--- src/rtl/alu_pipe.sv ---
// alu_pipe: single-issue ALU with a registered result/flag stage, a
// persistent flag register (psr) and an optional iterative multiplier.
// Build option: define ALU_PIPE_MUL_EN to include the MUL opcode and the
// MUL_RUN state; without it opcode 11000 behaves like any illegal opcode.
// Handshake: an operation transfers on a rising edge where in_valid && in_ready;
// a result transfers on a rising edge where out_valid && out_ready, and
// result/flags stay stable while out_valid && !out_ready.
// Flag layout (result flags and psr): {Z, C, F, L, N}, bit 4 down to bit 0.
// dbg_state exposes the FSM state (0 = IDLE, 1 = MUL_RUN).
module alu_pipe #(
    parameter int WIDTH = 16
) (
    input  logic             clk,
    input  logic             reset_n,
    input  logic             in_valid,
    output logic             in_ready,
    input  logic [4:0]       opcode,
    input  logic [WIDTH-1:0] a,
    input  logic [WIDTH-1:0] b,
    output logic             out_valid,
    input  logic             out_ready,
    output logic [WIDTH-1:0] result,
    output logic [4:0]       flags,
    output logic [4:0]       psr,
    output logic             dbg_state
);

    localparam int SHW = $clog2(WIDTH);
    localparam int MSB = WIDTH - 1;

    // Flag bit positions.
    localparam int FZ = 4;
    localparam int FC = 3;
    localparam int FF = 2;
    localparam int FL = 1;
    localparam int FN = 0;

    localparam logic [4:0] OP_ADD  = 5'b00000;
    localparam logic [4:0] OP_ADDU = 5'b00010;
    localparam logic [4:0] OP_ADDC = 5'b00100;
    localparam logic [4:0] OP_SUB  = 5'b01000;
    localparam logic [4:0] OP_CMP  = 5'b01010;
    localparam logic [4:0] OP_AND  = 5'b01100;
    localparam logic [4:0] OP_OR   = 5'b01101;
    localparam logic [4:0] OP_XOR  = 5'b01110;
    localparam logic [4:0] OP_NOT  = 5'b01111;
    localparam logic [4:0] OP_LSH  = 5'b10000;
    localparam logic [4:0] OP_RSH  = 5'b10010;
    localparam logic [4:0] OP_ARSH = 5'b10101;
    localparam logic [4:0] OP_NOP  = 5'b10110;

`ifdef ALU_PIPE_MUL_EN
    localparam logic [4:0] OP_MUL  = 5'b11000;
    localparam int         CNT_W   = $clog2(WIDTH);

    typedef enum logic {
        IDLE    = 1'b0,
        MUL_RUN = 1'b1
    } state_e;
`else
    typedef enum logic {
        IDLE = 1'b0
    } state_e;
`endif

    state_e           state_q;
    logic             out_valid_q;
    logic [WIDTH-1:0] result_q;
    logic [4:0]       flags_q;
    logic [4:0]       psr_q;

    logic [WIDTH-1:0] res_d;
    logic [4:0]       flg_d;
    logic             psr_we_d;
    logic             z_en;
    logic             is_mul_d;
    logic             accept;
    logic [SHW-1:0]   sh_amt;

    assign in_ready  = (!out_valid_q || out_ready) && (state_q == IDLE);
    assign accept    = in_valid && in_ready;
    assign sh_amt    = b[SHW-1:0];

    assign out_valid = out_valid_q;
    assign result    = result_q;
    assign flags     = flags_q;
    assign psr       = psr_q;
    assign dbg_state = (state_q != IDLE);

`ifdef ALU_PIPE_MUL_EN
    assign is_mul_d = (opcode == OP_MUL);
`else
    assign is_mul_d = 1'b0;
`endif

    // Single-cycle ALU: result and flags for every non-MUL opcode.
    always_comb begin
        res_d    = '0;
        flg_d    = '0;
        psr_we_d = 1'b1;
        z_en     = 1'b1;
        case (opcode)
            OP_ADD: begin
                res_d     = a + b;
                flg_d[FF] = (a[MSB] == b[MSB]) && (res_d[MSB] != a[MSB]);
            end
            OP_ADDU: begin
                {flg_d[FC], res_d} = {1'b0, a} + {1'b0, b};
            end
            OP_ADDC: begin
                {flg_d[FC], res_d} = {1'b0, a} + {1'b0, b} + {{WIDTH{1'b0}}, psr_q[FC]};
                flg_d[FF] = (a[MSB] == b[MSB]) && (res_d[MSB] != a[MSB]);
            end
            OP_SUB: begin
                res_d     = a - b;
                flg_d[FF] = (a[MSB] != b[MSB]) && (res_d[MSB] != a[MSB]);
            end
            OP_CMP: begin
                z_en      = 1'b0;
                flg_d[FZ] = (a == b);
                flg_d[FL] = (a < b);
                flg_d[FN] = ($signed(a) < $signed(b));
            end
            OP_AND: res_d = a & b;
            OP_OR:  res_d = a | b;
            OP_XOR: res_d = a ^ b;
            OP_NOT: res_d = ~a;
            // The extra bit on the outgoing side catches the last bit shifted out.
            OP_LSH: begin
                {flg_d[FC], res_d} = {1'b0, a} << sh_amt;
            end
            OP_RSH: begin
                {res_d, flg_d[FC]} = {a, 1'b0} >> sh_amt;
            end
            OP_ARSH: begin
                {res_d, flg_d[FC]} = $signed({a, 1'b0}) >>> sh_amt;
            end
            OP_NOP: begin
                psr_we_d = 1'b0;
                z_en     = 1'b0;
            end
            default: begin
                psr_we_d = 1'b0;
                z_en     = 1'b0;
            end
        endcase
        if (z_en) begin
            flg_d[FZ] = (res_d == '0);
        end
    end

`ifdef ALU_PIPE_MUL_EN
    // Multiplier datapath: prod holds {partial sum, unconsumed multiplier bits}.
    logic [WIDTH-1:0]   mcand_q;
    logic [2*WIDTH-1:0] prod_q;
    logic [CNT_W-1:0]   cnt_q;
    logic [WIDTH:0]     mul_sum;
    logic [2*WIDTH-1:0] prod_d;
    logic [4:0]         mul_flg;

    // One shift-add step: add the multiplicand when the low multiplier bit is set, then shift right.
    always_comb begin
        mul_sum      = {1'b0, prod_q[2*WIDTH-1:WIDTH]} + (prod_q[0] ? {1'b0, mcand_q} : '0);
        prod_d       = {mul_sum, prod_q[WIDTH-1:1]};
        mul_flg      = '0;
        mul_flg[FZ]  = (prod_d[WIDTH-1:0] == '0);
        mul_flg[FC]  = (prod_d[2*WIDTH-1:WIDTH] != '0);
    end

    // Operand capture at accept and per-cycle iteration while in MUL_RUN.
    always_ff @(posedge clk or negedge reset_n) begin
        if (!reset_n) begin
            mcand_q <= '0;
            prod_q  <= '0;
            cnt_q   <= '0;
        end else if (state_q == IDLE) begin
            if (accept && is_mul_d) begin
                mcand_q <= a;
                prod_q  <= {{WIDTH{1'b0}}, b};
                cnt_q   <= CNT_W'(WIDTH - 1);
            end
        end else begin
            prod_q <= prod_d;
            cnt_q  <= cnt_q - CNT_W'(1);
        end
    end
`endif

    // Control FSM with the registered result, flags and psr.
    always_ff @(posedge clk or negedge reset_n) begin
        if (!reset_n) begin
            state_q     <= IDLE;
            out_valid_q <= 1'b0;
            result_q    <= '0;
            flags_q     <= '0;
            psr_q       <= '0;
        end else begin
            case (state_q)
                IDLE: begin
                    if (accept && is_mul_d) begin
`ifdef ALU_PIPE_MUL_EN
                        state_q <= MUL_RUN;
`endif
                        // Accept implies any previous result is leaving this edge.
                        out_valid_q <= 1'b0;
                    end else if (accept) begin
                        result_q    <= res_d;
                        flags_q     <= flg_d;
                        out_valid_q <= 1'b1;
                        if (psr_we_d) begin
                            psr_q <= flg_d;
                        end
                    end else if (out_ready) begin
                        out_valid_q <= 1'b0;
                    end
                end
`ifdef ALU_PIPE_MUL_EN
                MUL_RUN: begin
                    // Last step: the product is complete in prod_d this cycle.
                    if (cnt_q == '0) begin
                        state_q     <= IDLE;
                        result_q    <= prod_d[WIDTH-1:0];
                        flags_q     <= mul_flg;
                        psr_q       <= mul_flg;
                        out_valid_q <= 1'b1;
                    end
                end
`endif
                default: state_q <= IDLE;
            endcase
        end
    end

endmodule

--- config.mk ---
export PLATFORM = sky130hd
export DESIGN_NAME = alu_pipe
export DESIGN_NICKNAME = d
export VERILOG_FILES = /design/src/rtl/alu_pipe.sv
export SDC_FILE = /design/constraint.sdc
export NUM_CORES = 1
export LEC_CHECK = 0
export BUFFER_PORTS_ARGS = -buffer_cell sky130_fd_sc_hd__buf_2
export CORE_MARGIN = 2
export CORE_UTILIZATION = 35
export DETAILED_ROUTE_END_ITERATION = 6
export PLACE_DENSITY = 0.61
export SLEW_MARGIN = 20
export SYNTH_ARGS = -nofsm -noshare
export SYNTH_HDL_FRONTEND = slang
export SYNTH_SLANG_ARGS = --single-unit
export TNS_END_PERCENT = 10
--- constraint.sdc ---
create_clock -name clk -period 5.14 [get_ports clk]
set_input_delay 0.257 -clock clk [delete_from_list [all_inputs] [get_ports clk]]
set_output_delay 0.257 -clock clk [all_outputs]
set_load 0.03 [all_outputs]
# After elaboration in Yosys (flattened, before gate mapping)
# Cells that the tools add are included.
[op_classes] n_addsub=4 magnitude_cmp=2 eq_ne=17 shifts=3 n_mux=10 bitwise_logic=4 n_reduce_logical=12
[ops] operator="$pmux W16 S11" count=1
[ops] operator="$lt A16 B16 Y1" count=2
[ops] operator="$eq A5 B4 Y1 const B" count=6
[ops] operator="$add A16 B16 Y17" count=1
[ops] operator="$add A17 B1 Y17" count=1
[ops] operator="$shl A16 B4 Y17" count=1
[ops] operator="$shr A17 B4 Y17" count=1
[ops] operator="$sshr A17 B4 Y17" count=1
[ops] operator="$add A16 B16 Y16" count=1
[ops] operator="$and A16 B16 Y16" count=1
[ops] operator="$eq A16 B16 Y1" count=1
[ops] operator="$logic_not A16 Y1" count=1
[ops] operator="$not A16 Y16" count=1
[ops] operator="$or A16 B16 Y16" count=1
[ops] operator="$sub A16 B16 Y16" count=1
[ops] operator="$xor A16 B16 Y16" count=1
[ops] operator="$eq A5 B5 Y1 const B" count=3
[ops] operator="$reduce_or A12 Y1" count=1
[ops] operator="$reduce_or A11 Y1" count=1
[ops] operator="$mux W1" count=6
[ops] operator="$eq A5 B2 Y1 const B" count=1
[ops] operator="$eq A5 B3 Y1 const B" count=1
[ops] operator="$logic_not A5 Y1" count=1
[ops] operator="$pmux W1 S5" count=1
[ops] operator="9 further kinds" count=15
[totals] reg_bits=27 inputBits=41 output_inout_bits=29 elab_cells=56

# Longest topological paths before layout
# Gate-level depths: netlist of the first run.
[logic_depth] ltp_word=5 mapped_depth=16 ltp_nobuf=15

# Least setup slack after synthesis of the first run
# OpenSTA, ideal clock, no wires.
[synth_path] kind="input -> register" startpoint="input port b[2]" endpoint="register flags_q[4] (netlist: flags[4])" setup_ns=0.073 arrival_time_ns=3.933 t_required_ns=5.067 setup_slack_ns=1.134 path_stages=15 n_path_buf=3 path_cell_list="clkbuf_1 > inv_2 > buf_1 > ha_1 > buf_6 > nor2b_4 > o31ai_2 > a21oi_1 > nor4_2 > nand4_1 > a21o_1 > a2111oi_2 > nand4_1 > or4_4 > a21oi_2"
[synth_via] elab_chain_len=5 elab_cells_between_ends=15 cone_classes="add/sub (4); eq/ne (1); shift (3); mux (3); bitwise (3); reduce/logical (1)"
[synth_lines] element="from (decl)" line_no="19" rtl="input logic [WIDTH-1:0] b,"
[synth_lines] element="$add A16 B16 Y17" line_no="108, 111"
[synth_lines] element="$add A17 B1 Y17" line_no="111" rtl="{flg_d[FC], res_d} = {1'b0, a} + {1'b0, b} + {{WIDTH{1'b0}}, psr_q[FC]};"
[synth_lines] element="$pmux W16 S11" line_no="102" rtl="case (opcode)"
[synth_lines] element="$logic_not A16 Y1" line_no="148" rtl="flg_d[FZ] = (res_d == '0);"
[synth_lines] element="$mux W1 *" line_no="147" rtl="if (z_en) begin"
[synth_lines] element="to (signal assigned)" line_no="208" rtl="flags_q <= flg_d;"
[synth_lines] element="to (decl)" line_no="69" rtl="logic [4:0] flags_q;"
# Every way passes the cells marked *; elsewhere a longest branch is shown, timed or not.
# A chain may end at the register's enable or synchronous reset.

# Final worst setup path of the first run
# Same ends and word-level chain as after synthesis.

==> results of run 1 <==
==> layer usage <==
| layer | routed length [µm] | global-route usage, % |
|---|---|---|
| met2 | 9828 | 37.61 |
| met4 | 729 | 7.176 |
| met3 | 2392 | 4.407 |
| met1 | 10110 | 33.89 |
| met5 | 0 | 0 |
==> layout make-up <==
type	instances	share of cell area [%]
inverter	64	3.561
tap	225	4.174
timing repair buffer	85	6.937
sequential	27	10.02
clock inverter	1	0.07420
clock buffer	3	1.113
multi-input combinational	661	74.12
==> where the power goes <==
part           switching, mW  internal [mW]
Sequential            0.0158          0.242
Clock                 0.0675          0.105
Combinational          0.478          0.263
Total                  0.561          0.609
==> cells in the mapped netlist, types with 4 or more instances <==
library cell / number
a2111oi_0: 4
a211o_1: 4
a211oi_1: 13
a21o_1: 11
a21oi_1: 50
a221o_1: 5
a221oi_1: 5
a22oi_1: 4
a31oi_1: 8
and2_1: 12
and3_1: 4
and4_1: 6
buf_1: 9
buf_2: 12
clkbuf_1: 26
dfrtp_1: 27
ha_1: 51
inv_1: 54
inv_2: 7
mux2_2: 22
mux2i_1: 30
mux4_2: 21
nand2_1: 73
nand2b_1: 10
nand3_1: 19
nand4_1: 11
nor2_1: 71
nor2b_1: 7
nor3_1: 27
nor4_1: 8
o211a_1: 4
o211ai_1: 13
o21ai_0: 33
o21ai_1: 5
o21bai_1: 6
o221ai_1: 7
o22ai_1: 11
o31ai_1: 6
or2_2: 5
or3_1: 4
xnor2_1: 24
==> sequential cells by signal (all words and copies together), names as in the netlist <==
name       count
flags          5
out_valid      1
psr            5
result        16
==> kinds of logic (layout without fill, tap and decap cells) <==
logic type,after synthesis,count (layout),share of synthesized area [%]
AND/OR/NAND/NOR,274,274,22.17
XOR/XNOR,27,27,3.842
adder cells (fa/ha/maj),53,53,11.02
AO/OA/AOI/OAI,231,231,27.18
buffers and inverters,116,153,7.805
other,1,1,0.06092
multiplexers,75,75,16.95
flip-flops,27,27,10.98
==> final timing paths <==
path	start	to	slack, ps
setup / recovery	b[2]	flags[4]	1080
hold / removal	reset_n	flags[1]	-10
setup reg to reg	psr[3]	flags[4]	1800
hold reg to reg	flags[1]	flags[1]	470
max in group asynchronous	reset_n	result[13]	4770
min in group clk	in_valid	out_valid	240
==> metrics by stage <==
stage | total power, mW | hold slack [ps] | std cells
4_1_cts | 1.161 | 12.62 | 1066
6_report | 1.171 | -10.82 | 1066
2_1_floorplan | 0.7768 | -38.59 | 804
3_5_place_dp | 0.9851 | 289.9 | 1062
3_3_place_gp | 0.9847 | 285.9 | 1062
5_1_grt | 1.239 | 39.33 | 1066
==> worst max-delay path, delay by kind of cell <==
kind	cells	cell delay, ps
compound gates	6	1830
xor+xnor	1	120
fa+ha+maj	1	250
buf+inv	3	620
simple gates	4	1150
==> results.toml, run 1 <==
[yosys]
yosys_warnings = 0
yosys_register_bits = 27
synth.cell_area_um2 = 6156
ys_seq_area_share_pct = 10.98
yosys-top-cells-area = "dfrtp_1 (11%), ha_1 (10%), mux4_2 (7.7%), mux2i_1 (4.9%), nand2_1 (4.5%)"
async_flop_share_pct = 100.0
syn_nets = 898
synth_top_area_share_pct = 10.98
synth_edf_count = 0
synth_cells = 804
ys.flop_type = "dfrtp_1"
synth_cell_types = 88
yosysTopAreaCell = "dfrtp_1"
syn_area_per_cell_um2 = 7.657

[detailed_routing]
viasPerCell = 6.190
drt_iter0_markers = 784
first_pass_iters = 6
route.antenna.remaining_nets = 0
wl_mm = 23.06
wire_per_inst_um = 21.63
drc = 0
via_count = 6599

[placement]
place_ws_ps = 920.6
io_buffers = 68
placed_area_um2 = 6665
hpwlAfterDp_mm = 18.47
gp_congestion = 0.9870

[die]
rows = 48
die_area_um2 = 18670
coreArea_um2 = 17240
die_x_um = 136.6
start_util_pct = 35.71
ioPinCount = 70
dieHeight_um = 136.6

[worst_setup_path]
critPathSlowestCell = "or4_4"
crit_arrival_ps = 4250
crit_required_ps = 5330
critPathMaxStageDelay_ps = 550
cp_cell_sequence = "buf_2, inv_2, buf_4, ha_1, o21bai_1, a21oi_1, nor2_1, a211oi_2, xnor2_1, a211oi_1, o211ai_1, nor4_1, nand4_1, or4_4, a21oi_2"
r2r_cells = 11
crit_path_end_kind = "flip-flop"
worstPathMaxFanout = 19
crit_type = "primary input to flip-flop"
critPathLaunchType = "primary input"

[final_layout]
stdcell_area_um2 = 6745
num-fill-cells = 1818
multi_input_area_um2 = 5000
antennaDiodeCount = 0
area_growth_pct = 9.573
final_core_util_pct = 39.13
register_area_um2 = 675.6
nets = 936
layout_common_cells = "nand2_1 (73), nor2_1 (71), buf_2 (68)"
drive_gt1_share_pct = 19.74
layout_commonest_cell = "nand2_1"

[flow_run]
max_cap_violations = 0

[global_route]
grt_pass1_vias = 6008
grt_overflow_total = 0
grt_max_degree = 34
grt_pass1_wl_mm = 34.95
antenna_found_initial = 0
track_usage_pct = 24.16

[timing]
setup_ws_ps = 1085
finalSetupViolations = 0
final.period_utilization_pct = 78.89
holdWs_ps = -10.82
grt_setup_unrepaired = "no"
slew_violations = 0
finalHoldViolations = 27
max_slew.worst_pin.slew_ps = 821.9
fmax_ghz = 0.2466
fin_setup_tns_ps = 0
clock_skew_ps = 2.307
period_needed_ps = 4055
max_slew_margin_pct = 43.79

[cts]
cts_tree = "yes"
numCtsBuffers = 3
post_cts_buffers = 0
post_cts_resized = 0
clkTransAtPathRegs_ps = 60
htree_levels = 1
cts_max_path_buffers = 2
cts_sinks = 27
root_buffer = "clkbuf_16"
postCtsHoldBufs = 0
clock_latency_ps = 260

[status]
failed_checks = "negative hold slack"
status = "finished, violations left"

[worst_hold_path]
worstHoldPathType = "primary input to async pin"

[power]
p_leak_nw = 2.986
p_per_area_nw_per_um2 = 173.6
vdd_ir_drop_max_uv = 223.7
No activity file was read; power rests on OpenSTA's default activity.
==> inputs of run 2 (changes only) <==
Clock period 5.14 ns to 3.8 ns, I/O delays scaled along.
==> run 2 against run 1 <==
The flow now finishes without violations. Combinational power increased by 51%. Die area unchanged. Hold slack improved by 170 ps. First-iteration DRC count increased by 1.4%. Worst setup slack got worse by 870 ps. Clock skew decreased by 1.1 ps. Via count increased by 3.7%. Flip-flop and latch count unchanged. Total power increased by 45%. Critical path type unchanged. Largest cell class unchanged. Highest routed layer unchanged.
==> results.toml, run 2 (synthesis results as in run 1) <==
[final_layout]
final_cells = 1157
largest_reg_flops = 16
drive_gt1_share_pct = 27.58
antennaDiodeCount = 0
layout_common_cells = "buf_4 (105), nand2_1 (73), nor2_1 (71)"
stdcell_area_um2 = 7482
num-fill-cells = 1788
register_area_um2 = 675.6
layout_commonest_cell = "buf_4"
final_core_util_pct = 43.41
area_growth_pct = 21.54
nets = 1027
multi_input_area_um2 = 5026

[placement]
dp_cells = 1152
place_ws_ps = -104.2
placed_area_um2 = 7367
hpwlAfterDp_mm = 20.00
gp_congestion = 1.037
io_buffers = 68

[cts]
numCtsBuffers = 3
clock_latency_ps = 250
clkTransAtPathRegs_ps = 60
cts_sinks = 27
cts_max_path_buffers = 2
htree_levels = 1
cts_tree = "yes"
root_buffer = "clkbuf_16"
post_cts_buffers = 0

[timing]
fin_setup_tns_ps = 0
period_needed_ps = 3583
final.period_utilization_pct = 94.30
fmax_ghz = 0.2791
grt_setup_unrepaired = "no"
setup_ws_ps = 216.7
max_slew.worst_pin.slew_ps = 1100
clock_skew_ps = 1.195
max_slew_margin_pct = 25.64
finalSetupViolations = 0
holdWs_ps = 157.8
slew_violations = 0
finalHoldViolations = 0

[detailed_routing]
drt_iter0_markers = 795
drc = 0
route.antenna.remaining_nets = 0
viasPerCell = 5.914
wl_mm = 24.18
wire_per_inst_um = 20.90
first_pass_iters = 5
via_count = 6843

[power]
p_per_area_nw_per_um2 = 227.2
sw_frac_of_total_pct = 46.03
pwr-share-comb_pct = 65.9
pwr-share-seq_pct = 20.6
power.share.clock_pct = 13.6
finalPower_mw = 1.700
vdd_ir_drop_max_uv = 290.0
p_int_uw = 917.7
p_leak_nw = 3.432
p_switching_uw = 782.5

[global_route]
antenna_found_initial = 0
grt_overflow_total = 0
grt_pass1_vias = 6582
track_usage_pct = 26.11
grt_max_degree = 35
grt_pass1_wl_mm = 37.91

[die]
die_area_um2 = 18670
die_x_um = 136.6
ioPinCount = 70
dieHeight_um = 136.6
rows = 48
coreArea_um2 = 17240
start_util_pct = 35.71

[worst_setup_path]
crit_path_end_kind = "flip-flop"
critPathLaunchType = "primary input"
crit_arrival_ps = 3770
crit_required_ps = 3980
worstPathMaxFanout = 7
crit_type = "primary input to flip-flop"

[flow_run]
max_cap_violations = 0

[status]
status = "finished clean"

[worst_hold_path]
worstHoldPathType = "primary input to flip-flop"
-- run 2: layout make-up --
| class | count | share of cell area, % |
|---|---|---|
| tap | 225 | 3.763 |
| sequential | 27 | 9.030 |
| timing repair buffer | 176 | 15.75 |
| inverter | 64 | 3.227 |
| clock buffer | 4 | 1.054 |
| multi-input combinational | 661 | 67.17 |
-- run 2: final timing paths --
kind	from	end	slack (ps)	cells after the start
setup / recovery	a[0]	flags[4]	220	15
hold / removal	in_valid	out_valid	160	2
setup reg to reg	psr[3]	flags[4]	600	13
hold reg to reg	flags[0]	flags[0]	470	2
max in group asynchronous	reset_n	result[8]	2930	2
min in group asynchronous	reset_n	flags[1]	490	2
-- run 2: metal layers --
metal | routed length, µm | up-vias | track usage, %
met4 | 720 | 0 | 7.465
met1 | 10880 | 3199 | 37.57
met2 | 10340 | 360 | 39.86
li1 | - | 3243 | -
met5 | 0 | - | 0
met3 | 2242 | 41 | 4.481
-- run 2: worst max-delay path, stage by stage --
cell and delay, ps:
buf_2 160, ha_1 180, inv_1 60, fa_1 370, buf_4 170, nor2b_4 140
o31ai_2 110, a21o_1 200, a211oi_1 340, o2111ai_2 230, or2_1 310, o41ai_1 380
nand4_1 220, or4_4 540, a21oi_2 150
-- run 2: power groups by stage --
stage / Combinational, mW / Clock [mW] / Sequential [mW]
finish: 1.12 / 0.231 / 0.350
global route: 1.21 / 0.244 / 0.355
CTS: 1.10 / 0.235 / 0.351
detailed placement: 1.09 / 0 / 0.355
global placement: 1.09 / 0 / 0.353
floorplan: 0.620 / 0 / 0.431
-- run 2: repair_timing --
item,4_1_cts,5_1_grt
gates resized for setup,0,4
hold buffers,1,0
endpoints found under the hold margin,27,0
endpoints found under the setup margin,0,2
